## src/rtl/bin2bcd_seq.sv

```systemverilog
// rtl/bin2bcd_seq.sv - sequential shift-add-3 binary to packed BCD converter
module bin2bcd_seq #(
  parameter int BITS_NUM = 14,
  parameter int DIGITS   = 4
) (
  input  logic                  CLK,
  input  logic                  CLR,
  input  logic                  CE,
  input  logic                  START,
  input  logic [BITS_NUM-1:0]   BIN,
  output logic                  BUSY,
  output logic                  DONE,
  output logic                  OVF,
  output logic [4*DIGITS-1:0]   BCD
);

  localparam int SCR_W = 4 * DIGITS;
  localparam int TOT_W = SCR_W + BITS_NUM;
  localparam int CNT_W = $clog2(BITS_NUM + 1);

  // 10**DIGITS evaluated at full 64-bit width so the limit is never truncated
  function automatic logic [63:0] pow10(input int n);
    logic [63:0] r;
    r = 64'd1;
    for (int i = 0; i < n; i++) begin
      r = r * 64'd10;
    end
    return r;
  endfunction

  localparam logic [63:0]       LIMIT = pow10(DIGITS);
  localparam logic [SCR_W-1:0]  SAT   = {DIGITS{4'h9}};

  typedef enum logic [1:0] {IDLE, SHIFT, FINISH} state_t;

  state_t               state;
  logic [BITS_NUM-1:0]  shift_reg;
  logic [SCR_W-1:0]     scratch;
  logic [CNT_W-1:0]     bit_cnt;
  logic                 ovf_cap;

  logic [SCR_W-1:0]     adj;
  logic [TOT_W-1:0]     shifted;
  logic [SCR_W-1:0]     scratch_nxt;
  logic [BITS_NUM-1:0]  shift_nxt;
  logic [63:0]          bin_wide;

  // One double-dabble step: add 3 to every digit >= 5, then shift the pair left by one
  always_comb begin
    adj = scratch;
    for (int i = 0; i < DIGITS; i++) begin
      if (scratch[4*i +: 4] >= 4'd5) begin
        adj[4*i +: 4] = scratch[4*i +: 4] + 4'd3;
      end
    end
    shifted     = {adj, shift_reg} << 1;
    scratch_nxt = shifted[TOT_W-1:BITS_NUM];
    shift_nxt   = shifted[BITS_NUM-1:0];
    bin_wide    = {{(64-BITS_NUM){1'b0}}, BIN};
  end

  // Conversion FSM; results only change in FINISH so BCD/OVF never show partial values
  always_ff @(posedge CLK) begin
    if (CLR) begin
      state     <= IDLE;
      shift_reg <= '0;
      scratch   <= '0;
      bit_cnt   <= '0;
      ovf_cap   <= 1'b0;
      BUSY      <= 1'b0;
      DONE      <= 1'b0;
      OVF       <= 1'b0;
      BCD       <= '0;
    end else begin
      DONE <= 1'b0;
      case (state)
        IDLE: begin
          if (CE && START) begin
            shift_reg <= BIN;
            scratch   <= '0;
            bit_cnt   <= CNT_W'(BITS_NUM);
            ovf_cap   <= (bin_wide >= LIMIT);
            BUSY      <= 1'b1;
            state     <= SHIFT;
          end
        end
        SHIFT: begin
          if (CE) begin
            scratch   <= scratch_nxt;
            shift_reg <= shift_nxt;
            bit_cnt   <= bit_cnt - CNT_W'(1);
            if (bit_cnt == CNT_W'(1)) begin
              state <= FINISH;
            end
          end
        end
        FINISH: begin
          BCD   <= ovf_cap ? SAT : scratch;
          OVF   <= ovf_cap;
          BUSY  <= 1'b0;
          DONE  <= 1'b1;
          state <= IDLE;
        end
        default: state <= IDLE;
      endcase
    end
  end

endmodule

```

## config.mk

```make
export PLATFORM = sky130hd
export DESIGN_NAME = bin2bcd_seq
export DESIGN_NICKNAME = d
export VERILOG_FILES = /design/src/rtl/bin2bcd_seq.sv
export SDC_FILE = /design/constraint.sdc
export NUM_CORES = 1
export LEC_CHECK = 0
export ABC_CLOCK_PERIOD_IN_PS = 1400
export CAP_MARGIN = 20
export CORE_MARGIN = 2
export CORE_UTILIZATION = 48
export DETAILED_ROUTE_END_ITERATION = 10
export PLACE_DENSITY = 0.77
export SLEW_MARGIN = 20
export SYNTH_ARGS = -nofsm -noshare
export SYNTH_HDL_FRONTEND = slang
export SYNTH_SLANG_ARGS = --single-unit
```

## constraint.sdc

```tcl
create_clock -name CLK -period 1.4 [get_ports CLK]
set_clock_uncertainty 0.05 [all_clocks]
set_input_delay 0.28 -clock CLK [delete_from_list [all_inputs] [get_ports CLK]]
set_output_delay 0.28 -clock CLK [all_outputs]
set_load 0.02 [all_outputs]
```

==> metrics <==
GRT Residual Overflow 0; Post-CTS Hold Fix Bufs 0; FF-to-FF setup slack -0.03 ns; area post-placement ~3200 sq um; Ports 37; pins over their slew limit 0; top post-synthesis cells by count dfxtp_1, nor2_1, nand2_1; share of layout cells above drive strength 1 ~27%; clock tree buffer depth 2; clock sinks 56; outcome complete, but fails checks; Port-buffer cells 36; DR vias/cell ~5.4; NetSw between 0.8 and 0.9 mW; Rel. slew slack 75.4%; Yosys top cell area share about 45%; startpoint types flip-flop; largest area contributor in the netlist dfxtp_1; Syn-to-layout area delta 37.7%; Syn Inst Count just under 300; via count 2,283; Mapped Nets 317; final critical-path required period 1.43 ns; Final HPWL DP 4.12 mm; Post-synth EDFFs 0; Final Non-Filler Cells approximately 430; worst r2r path cells 7; Die X roughly 76 microns; failing checks negative setup slack; Gate power share 13.6%; slowest CP cell dfxtp_2; switching share of power 27.4%; Multi-input gate area around 1400 sq um; Crit path max-delay family flip-flops; final wirelength slightly above 6 mm; Cell Area, Synth 2490 sq um; CP Class flip-flop to flip-flop; worst slack, placed -0.478 ns; f_max about 700 MHz; largest stage delay on the critical path approximately 0.37 ns; Max Cap Violations 0; GPL Wtd Cong slightly below 0.8; Final Instance Area 3430 sq um; RR Endpoint scratch[2]; Peak VDD IR just under 0.7 mV; Root Driver clkbuf_8; Final ANT Viol Nets 0; most common cell in the netlist dfxtp_1; first-pass GRT wire length about 10 mm; Reg area approximately 1100 sq um; CORE AREA between 5000 and 6000 sq um; post-DR wirelength/cell around 14 microns; Clock Latency Late Sink 0.33 ns; H-tree levels 2; min-delay src BCD[10]; largest net degree at the start of global routing 24; CTS buffer count 5; placed cell count around 420; Row Count 26; Int Pwr around 2.2 mW; Yosys reg bits 56; initial antenna violation count 0; Fill cells between 400 and 500; top cells by area in the synthesized netlist dfxtp_1, a21oi_1, nor3_1; setup_tns -0.0301 ns; crit path DAT approximately 1.7 ns; crit-path max FO 4; Min Hold Slack ~0.40 ns; sequential area share after synthesis between 40% and 50%; Remaining DRCs 0; Initial Util slightly below 50%; setup ws final -0.0289 ns; Final Hold Viols 0; vias in the first global route 2,253; Nets 382; Flop pwr share ~55%; most used flip-flop cell after synthesis dfxtp_1; RSZ-0062 raised after global routing true; worst path required time roughly 1.6 ns; Worst-Margin Slew around 0.37 ns; Cell Pwr Density 887 nW/um^2; Pre-antenna DRT Iters 4; 1st-iter DRT viols 173; leakage power between 1 and 1.5 nW; CP bufs+invs 2; hold crit path type flip-flop to flip-flop; hold-critical path depth 2; share of total power in the clock network slightly above 30%; die height between 70 and 80 microns; Tot GR Track Use 20.8%; share of flip-flops with an asynchronous set or reset 0%; Worst-path clk slew 0.11 ns; warnings from Yosys 0; Final Setup Violations 3; CTS tree done; Antenna diodes 0; hold path endpoint BCD[10]; period utilization 102%; Reg2Reg Launch Point scratch[1]; Synth Area per Inst around 8.6 sq um; die area 5790 sq um; critical-path cell list inv_4, ha_4, nand2b_4, a21oi_2, buf_4, mux2i_1, a22o_1; count of different cell masters after synthesis 34; CP Capture Type flip-flop
tightest hold or removal path, cell delays in order (launching register included):
cell and delay [ns]:
dfxtp_1 0.32, nand2_1 0.05, a21oi_1 0.05
placed cells by master, fill, tap and decap left out, types with 6 or more instances in the layout:
| cell type | n |
|---|---|
| nand3_1 | 7 |
| dfxtp_1 | 48 |
| dfxtp_2 | 6 |
| nor3_1 | 26 |
| nor2_1 | 22 |
| clkdlybuf4s50_1 | 16 |
| a21oi_1 | 23 |
| buf_4 | 35 |
| inv_1 | 6 |
| dlygate4sd2_1 | 19 |
| xnor2_1 | 7 |
| a22oi_1 | 6 |
| a311oi_1 | 9 |
| a22o_1 | 11 |
| nand2_1 | 28 |
| nor2_2 | 9 |
| o21ai_0 | 7 |
repair_timing:
| item | CTS | global route |
|---|---|---|
| pin swaps | 1 | 14 |
| buffers inserted | 0 | 1 |
| gates cloned | 0 | 1 |
| endpoints found under the setup margin | 45 | 27 |
| resized for setup | 39 | 40 |
routing by layer:
metal / share of wire [%] / vias up / global-route usage [%]
li1: - / 1139 / -
met4: 1.2 / 0 / 5.82
met2: 51 / 48 / 38.4
met5: 0 / - / 0
met3: 3.4 / 8 / 4.27
met1: 44 / 1088 / 24.4
final cells by class:
| cell class | count | share of cell area [%] |
|---|---|---|
| multi-input combinational | 203 | 40.5 |
| tap | 70 | 2.55 |
| sequential | 56 | 33.1 |
| timing repair buffer | 78 | 19.8 |
| clock buffer | 5 | 2.00 |
| clock inverter | 3 | 0.765 |
| inverter | 10 | 1.24 |
logic make-up after synthesis:
group | share of synthesized area (%)
xor+xnor | 2.81
compound gates | 17.1
simple gates | 23.0
buf+inv | 5.52
flops | 45.0
fa+ha+maj | 5.02
mux | 1.61
worst max path at each step:
stage / startpoint / endpoint / slack (ns) / cells past startpoint
6_report: scratch[1] / scratch[2] / -0.03 / 7
5_1_grt: scratch[1] / scratch[2] / -0.09 / 7
4_1_cts: scratch[1] / scratch[2] / -0.01 / 7
3_5_place_dp: CE / scratch[12] / -0.48 / 5
3_3_place_gp: CE / scratch[9] / -0.41 / 5
2_1_floorplan: state[1] / scratch[10] / -0.02 / 6
through the flow:
step	utilization, %	power, mW
floorplan	-	1.94
global placement	62.2	2.09
detailed placement	62.2	2.10
CTS	64.6	3.04
global route	67.7	3.18
finish	67.7	3.05
power groups by stage:
stage	clock network, mW	registers (mW)	logic (mW)
final	0.950	1.68	0.414
after global routing	1.04	1.69	0.452
after CTS	0.965	1.68	0.389
after detailed placement	0	1.72	0.383
after global placement	0	1.72	0.375
after floorplan	0	1.72	0.215
No activity file was read; power rests on OpenSTA's default activity.
